==> src/rtl/rr_reg_arbiter.sv <==
// rr_reg_arbiter: three-requester round-robin arbiter in front of one shared W-bit register.
// A winning request is turned into a one-cycle write (reg_en/reg_d), then a one-cycle ack,
// then the arbiter returns to idle. This gives at most one write every three cycles.
//
// Ports:
//   clk              sole clock, all state updates on its rising edge
//   reset            asynchronous active-low reset
//   req[2:0]         level write requests, bit i belongs to requester i
//   d_req0..d_req2   write data of requesters 0..2
//   gnt[2:0]         one-hot grant, 0 when idle
//   ack[2:0]         one-cycle completion pulse to the granted requester
//   reg_en           write enable to the shared register
//   reg_d[W-1:0]     write data to the shared register
//   busy             high whenever the arbiter is not idle
//   wr_cnt[7:0]      completed-write counter, wraps 255 -> 0
module rr_reg_arbiter #(
    parameter int unsigned W = 3
) (
    input  logic         clk,
    input  logic         reset,
    input  logic [2:0]   req,
    input  logic [W-1:0] d_req0,
    input  logic [W-1:0] d_req1,
    input  logic [W-1:0] d_req2,
    output logic [2:0]   gnt,
    output logic [2:0]   ack,
    output logic         reg_en,
    output logic [W-1:0] reg_d,
    output logic         busy,
    output logic [7:0]   wr_cnt
);

    typedef enum logic [1:0] {StIdle, StWrite, StAck} state_e;

    state_e         state_q, state_d;
    logic [1:0]     ptr_q, ptr_d;
    logic [2:0]     gnt_q, gnt_d;
    logic [2:0]     ack_q, ack_d;
    logic           reg_en_q, reg_en_d;
    logic [W-1:0]   reg_d_q, reg_d_d;
    logic           busy_q, busy_d;
    logic [7:0]     wr_cnt_q, wr_cnt_d;

    logic [1:0]     win_idx;
    logic [W-1:0]   win_data;
    logic [1:0]     next_ptr;

    // Round-robin search: look at ptr, ptr+1, ptr+2 (mod 3), first set req wins.
    always_comb begin
        logic [2:0] cand;
        logic       found;
        cand    = 3'd0;
        found   = 1'b0;
        win_idx = ptr_q;
        for (int unsigned k = 0; k < 3; k++) begin
            cand = {1'b0, ptr_q} + 3'(k);
            if (cand >= 3'd3) begin
                cand = cand - 3'd3;
            end
            if (!found && req[cand[1:0]]) begin
                found   = 1'b1;
                win_idx = cand[1:0];
            end
        end
    end

    always_comb begin
        case (win_idx)
            2'd1:    win_data = d_req1;
            2'd2:    win_data = d_req2;
            default: win_data = d_req0;
        endcase
    end

    // Pointer moves to the requester after the one just served, so it ranks last next time.
    always_comb begin
        case (gnt_q)
            3'b001:  next_ptr = 2'd1;
            3'b010:  next_ptr = 2'd2;
            default: next_ptr = 2'd0;
        endcase
    end

    always_comb begin
        state_d  = state_q;
        ptr_d    = ptr_q;
        gnt_d    = gnt_q;
        ack_d    = ack_q;
        reg_en_d = reg_en_q;
        reg_d_d  = reg_d_q;
        wr_cnt_d = wr_cnt_q;
        unique case (state_q)
            StIdle: begin
                if (|req) begin
                    gnt_d    = 3'b001 << win_idx;
                    reg_d_d  = win_data;
                    reg_en_d = 1'b1;
                    state_d  = StWrite;
                end
            end
            StWrite: begin
                reg_en_d = 1'b0;
                ack_d    = gnt_q;
                wr_cnt_d = wr_cnt_q + 8'd1;
                state_d  = StAck;
            end
            StAck: begin
                ack_d   = 3'b000;
                gnt_d   = 3'b000;
                ptr_d   = next_ptr;
                state_d = StIdle;
            end
            default: begin
                state_d = StIdle;
            end
        endcase
        busy_d = (state_d != StIdle);
    end

    always_ff @(posedge clk or negedge reset) begin
        if (!reset) begin
            state_q  <= StIdle;
            ptr_q    <= 2'd0;
            gnt_q    <= 3'b000;
            ack_q    <= 3'b000;
            reg_en_q <= 1'b0;
            reg_d_q  <= '0;
            busy_q   <= 1'b0;
            wr_cnt_q <= 8'd0;
        end else begin
            state_q  <= state_d;
            ptr_q    <= ptr_d;
            gnt_q    <= gnt_d;
            ack_q    <= ack_d;
            reg_en_q <= reg_en_d;
            reg_d_q  <= reg_d_d;
            busy_q   <= busy_d;
            wr_cnt_q <= wr_cnt_d;
        end
    end

    assign gnt    = gnt_q;
    assign ack    = ack_q;
    assign reg_en = reg_en_q;
    assign reg_d  = reg_d_q;
    assign busy   = busy_q;
    assign wr_cnt = wr_cnt_q;

endmodule

==> config.mk <==
export PLATFORM = sky130hd
export DESIGN_NAME = rr_reg_arbiter
export DESIGN_NICKNAME = d
export VERILOG_FILES = /design/src/rtl/rr_reg_arbiter.sv
export SDC_FILE = /design/constraint.sdc
export NUM_CORES = 1
export LEC_CHECK = 0
export BUFFER_PORTS_ARGS = -buffer_cell sky130_fd_sc_hd__buf_2
export CAP_MARGIN = 10
export CELL_PAD_IN_SITES_DETAIL_PLACEMENT = 0
export CELL_PAD_IN_SITES_GLOBAL_PLACEMENT = 1
export CORE_MARGIN = 4
export CORE_UTILIZATION = 39
export DETAILED_ROUTE_END_ITERATION = 8
export HOLD_SLACK_MARGIN = 0.03
export PLACE_DENSITY_LB_ADDON = 0.12
export SYNTH_ARGS = -nofsm -noshare
export SYNTH_HDL_FRONTEND = slang
export SYNTH_SLANG_ARGS = --single-unit
==> constraint.sdc <==
create_clock -name clk -period 2.84 [get_ports clk]
set_input_delay 0.142 -clock clk [delete_from_list [all_inputs] [get_ports clk]]
set_output_delay 0.142 -clock clk [all_outputs]
set_load 0.005 [all_outputs]
After elaboration in Yosys (flattened, before gate mapping)

Index checks and enable logic that the tools add are counted.

Bits in registers: 23
Input port bits: 14
Output and inout bits: 19
Word-level logic and storage cells: 64

$add $sub $neg: 6
Magnitude comparators: 6
Equality and inequality tests: 7
Shift-type cells: 1
Mux-type cells: 23
Reduce and logical (&&, ||, !) cells: 13

Operators with widths:

| operator            | count |
|---|---|
| $pmux 3 s2          | 3 |
| $mux 2              | 7 |
| $lt 2x3->1 const B  | 3 |
| $add 8x1->8 const B | 1 |
| $pmux 2 s2          | 2 |
| $reduce_bool 2->1   | 4 |
| $bmux 1 s2          | 3 |
| $ge 3x2->1 const B  | 2 |
| $mux 1              | 6 |
| $reduce_and 2->1    | 3 |
| $sub 2x2->2 const B | 3 |
| $eq 2x1->1 const B  | 2 |
| $eq 2x2->1 const B  | 2 |
| $add 2x1->3 const B | 1 |
| $add 2x2->3 const B | 1 |
| $eq 3x1->1 const B  | 1 |
| $eq 3x2->1 const B  | 1 |
| $mux 3              | 1 |
| $reduce_or 3->1     | 1 |
| $shl 1x2->3 const A | 1 |
| $ge 2x2->1 const B  | 1 |
| $logic_and 1x1->1   | 2 |
| $logic_not 1->1     | 2 |
| $logic_not 2->1     | 1 |
| other kinds (2)     | 2 |

Logic depth before layout (Yosys ltp)

Depth after elaboration: 14
Depth in mapped cells: 12
Mapped depth without buffers: 12

Worst setup path before layout

OpenSTA, ideal clock, no wires.

Kind: register to register
Start: register ptr_q[1]
End: register reg_d_q[2] (netlist: reg_d[2])
Library setup time: 129 ps
Data arrival time: 2364 ps
Slack: 347 ps
Stages on the path, launching flop included: 12
Clock period less this slack: 2493 ps
Path through: dfrtp_1 -> inv_1 -> ha_1 -> mux2_4 -> a2111o_1 -> a211o_1 -> o21a_1 -> ha_1 -> a22oi_1 -> nor2_1 -> a21oi_1 -> o21ai_0

Word-level cells in the longest chain between the ends: 13
Elaborated cells between the ends (all ways): 29
Classes of those cells: add/sub (5); order compare (3); eq/ne (2); mux (15); reduce/logical (4)

RTL lines:

| item                                                 | RTL line | RTL |
|---|---|---|
| start: declaration                                   | 36       | `logic [1:0] ptr_q, ptr_d;` |
| start signal: assignment                             | 132      | `ptr_q <= ptr_d;` |
| branches (longest 10 deep; another with $add 2x1->3) | n/a      |  |
| $mux 2 (*)                                           | 60       | `if (!found && req[cand[1:0]]) begin` |
| $eq 2x2->1 or $eq 2x1->1 (tied branches)             | 68       | `case (win_idx)` |
| $pmux 3 s2 (*)                                       | 68       |  |
| end signal: assignment                               | 136      | `reg_d_q <= reg_d_d;` |
| end: declaration                                     | 40       | `logic [W-1:0] reg_d_q, reg_d_d;` |

Every way passes the cells marked *. The select of a mux whose other input is x is not followed.
A chain may end at the register's enable or synchronous reset.

Final worst setup path

Start: register ptr_q[1]
End: register reg_d_q[1] (netlist: reg_d[1])

Same word-level chain as after synthesis.

==> results.tsv <==
stage	metric	value	unit
power	Worst IR Drop VDD	0.461	mV
placement	number of buffers added on ports	32	
power	Sw Ratio	42.8	%
timing	final worst path period share	92.4	%
clock_network	CTS tree	done	
timing	maximum clock rate	381	MHz
power	Pleak	0.732	nW
floorplanning	Core Footprint	3080	µm²
clock_network	clock transition at the registers of the reported paths	0.12	ns
floorplanning	die span in y	65.0	µm
setup_path	Worst EP arrival	2.82	ns
timing	fin. max-slew vios	0	
setup_path	Reg2Reg Depth	11	
timing	Tightest Pin Transition	0.501	ns
timing	max_slew headroom	66.6	%
setup_path	Crit path required time	3.03	ns
setup_path	worst-path maximum fanout	5	
run	Max Cap Viol	0	
synth	ys async rst share	100	%
worst_hold_path	Worst Hold Path Cells	3	
clock_network	clk sinks	23	
cells_and_area	sequential cell area	576	µm²
power	Internal	0.972	mW
power	Power per Cell Area	1110	nW/µm²
synth	Primary FF master, synth	dfrtp_1	
power	Clock power frac	8.7	%
synth	syn avg cell area	9.74	µm²
setup_path	slowest stage delay, CP	0.43	ns
clock_network	H-tree depth	1	
cells_and_area	layout cells sized above 1	26.5	%
cells_and_area	Layout area overhead	20.6	%
timing	final hold vios	0	
cells_and_area	n_diodes	0	
timing	Final Skew	0.00666	ns
placement	Inst Count DP	205	
cells_and_area	fillers	301	
synth	Seq/Total Area, Yosys	45.5	%
synth	Gate Count Post-Synth	130	
timing	post-route setup TNS	0	ns
global_route	largest net degree at the start of global routing	24	
floorplanning	Die X	65.0	µm
floorplanning	initial core utilization	41.1	%
floorplanning	die area	4220	µm²
setup_path	slowest stage cell, crit path	dfrtp_1	
synth	Netlist cell types	31	
power	combinational share of power	57.3	%
synth	#FFs+latches synth	23	
detailed_routing	drt drc	0	
placement	post-detail-place hpwl	2040	µm
clock_network	Clock Root Buffer	clkbuf_4	
synth	Post-synth EDFFs	0	
detailed_routing	Routed met3 length	128	µm
clock_network	Num CTS Buffers	3	
clock_network	CTS max path bufs	2	
setup_path	critical path endpoint category	flip-flop	
floorplanning	number of cell rows	20	
cells_and_area	multi-input gate area in the final layout	654	µm²
cells_and_area	non-filler cells, final	210	
synth	synthesized area	1270	µm²
cells_and_area	nets@finish	192	
setup_path	Critical Path Most Common Cell	ha_1	
placement	Final GP Congestion	0.833	
detailed_routing	Post-DRT Antenna Nets	0	
detailed_routing	vias per std cell	4.99	
floorplanning	Ports	33	
worst_hold_path	Hold Path Class	in2reg	
power	total power	1.70	mW
power	Psw	0.727	mW
setup_path	worst reg2reg setup slack	0.22	ns
timing	RSZ-0062 raised after global routing	false	
synth	Yosys warnings	0	
detailed_routing	Met1 Routed Length	1290	µm
setup_path	critical setup path kind	reg2reg	
global_route	antenna violations before repair	0	
global_route	first-pass GRT wire length	4800	µm
detailed_routing	DRT iter0 DRCs	74	
detailed_routing	max layer used	met4	
global_route	gr ovfl total	0	
global_route	via count of the first global-routing pass	1079	
timing	crit path time final	2.62	ns
setup_path	Critical Path Source Type	flip-flop	
detailed_routing	Via Count	1047	
detailed_routing	per-cell routed wire length	12.5	µm
detailed_routing	drt pass-1 iters	4	
detailed_routing	wirelength, routed	2630	µm
setup_path	critical-path cell list	inv_2 -> ha_1 -> mux2_4 -> a2111o_1 -> a211o_1 -> o21a_1 -> ha_1 -> a22oi_1 -> nor2_1 -> a21oi_1 -> o21ai_0	
synth	Net Count, Synth	155	
outcome	outcome	finished, final reports clean	
global_route	gr usage total	14.4	%
detailed_routing	WL met2	1200	µm
clock_network	latest clock arrival within the worst-skew pair	0.31	ns
cells_and_area	Final Util	49.6	%
timing	Final Setup Violations	0	
power	sequential power share	34.0	%
timing	Min Hold Slack	0.126	ns
==> stage by stage <==
step | cell area (µm²) | worst slack [ns]
after global routing | 1530 | 0.0134
after global placement | 1480 | 0.246
after CTS | 1520 | 0.149
final | 1530 | 0.216
after floorplan | 1270 | 0.347
after detailed placement | 1480 | 0.190
==> final cells by class <==
class | instances | area share (%)
clock buffer | 4 | 1.72
inverter | 10 | 2.46
multi-input combinational | 95 | 42.9
sequential | 23 | 37.7
tap | 44 | 3.61
timing repair buffer | 34 | 11.6
==> flip-flops by register name, indices dropped and copies added, names as in the netlist <==
register	flops
wr_cnt	8
busy	1
ptr_q	2
ack	3
state_q	2
gnt	3
reg_d	3
reg_en	1
==> worst max-delay path: cells and delay by family (launching register included) <==
family                   cells  cell delay (ns)
AND/OR/NAND/NOR              1             0.06
AO/OA/AOI/OAI                6             1.16
buffers and inverters        1             0.10
adder cells (fa/ha/maj)      2             0.44
flip-flops                   1             0.43
multiplexers                 1             0.31
==> layout by cell type, fill, tap and decap left out, types with 2 or more instances in the layout <==
| cell type | instances |
|---|---|
| buf_2 | 32 |
| dfrtp_1 | 23 |
| nor2_1 | 13 |
| o21ai_0 | 13 |
| nand2_1 | 12 |
| ha_1 | 10 |
| inv_1 | 9 |
| a21oi_1 | 6 |
| a22oi_1 | 5 |
| xnor2_1 | 4 |
| xor2_1 | 3 |
| nand3b_1 | 3 |
| nand4_1 | 3 |
| clkbuf_4 | 3 |
| or2_2 | 2 |
| nand2b_1 | 2 |
| o32ai_1 | 2 |
==> kinds of logic after synthesis <==
logic type,after synthesis,synth area share [%]
AO/OA/AOI/OAI,36,18.2
AND/OR/NAND/NOR,39,15.0
XOR/XNOR,7,4.84
multiplexers,2,2.07
adder cells (fa/ha/maj),11,10.9
buffers and inverters,12,3.56
flip-flops,23,45.5
==> cells in the mapped netlist (all sizes together), types with 2 or more instances <==
cell     n  area (µm²)
dfrtp   23         576
o21ai   14        70.1
nor2    13        48.8
nand2   12        45.0
ha      11         138
inv     10        37.5
a21oi    6        30.0
a22oi    5        37.5
xnor2    4        35.0
nand3b   3        22.5
nand4    3        18.8
xor2     3        26.3
clkbuf   2        7.51
mux2     2        26.3
nand2b   2        12.5
o32ai    2        17.5
or2      2        12.5
==> metal layers <==
metal  vias to the layer above  track usage [%]
li1                        528                -
met2                        27             23.5
met1                       490             19.1
met3                         2             4.16
met5                         -                0
met4                         0             2.37
==> path summary, 6_finish.rpt <==
| kind | start | end |
|---|---|---|
| hold / removal | d_req0[2] | reg_d[2] |
| hold reg to reg | wr_cnt[7] | wr_cnt[7] |
| max in group asynchronous | reset | gnt[2] |
| setup / recovery | ptr_q[1] | reg_d[1] |
| setup reg to reg | ptr_q[1] | reg_d[1] |
| min in group asynchronous | reset | ack[1] |
==> power groups by stage <==
stage | Combinational (mW) | Clock, mW | Sequential [mW]
floorplan | 0.672 | 0 | 0.575
global placement | 0.945 | 0 | 0.578
detailed placement | 0.957 | 0 | 0.583
CTS | 0.962 | 0.159 | 0.577
global route | 1.13 | 0.174 | 0.602
finish | 0.973 | 0.148 | 0.578
==> timing repair <==
item	CTS	global route
gates resized for setup	0	4
hold buffers	1	0
endpoints found under the setup margin	0	3
hold endpoints to repair	23	0
buffers inserted	0	0
(Power assumes the default switching activity.)
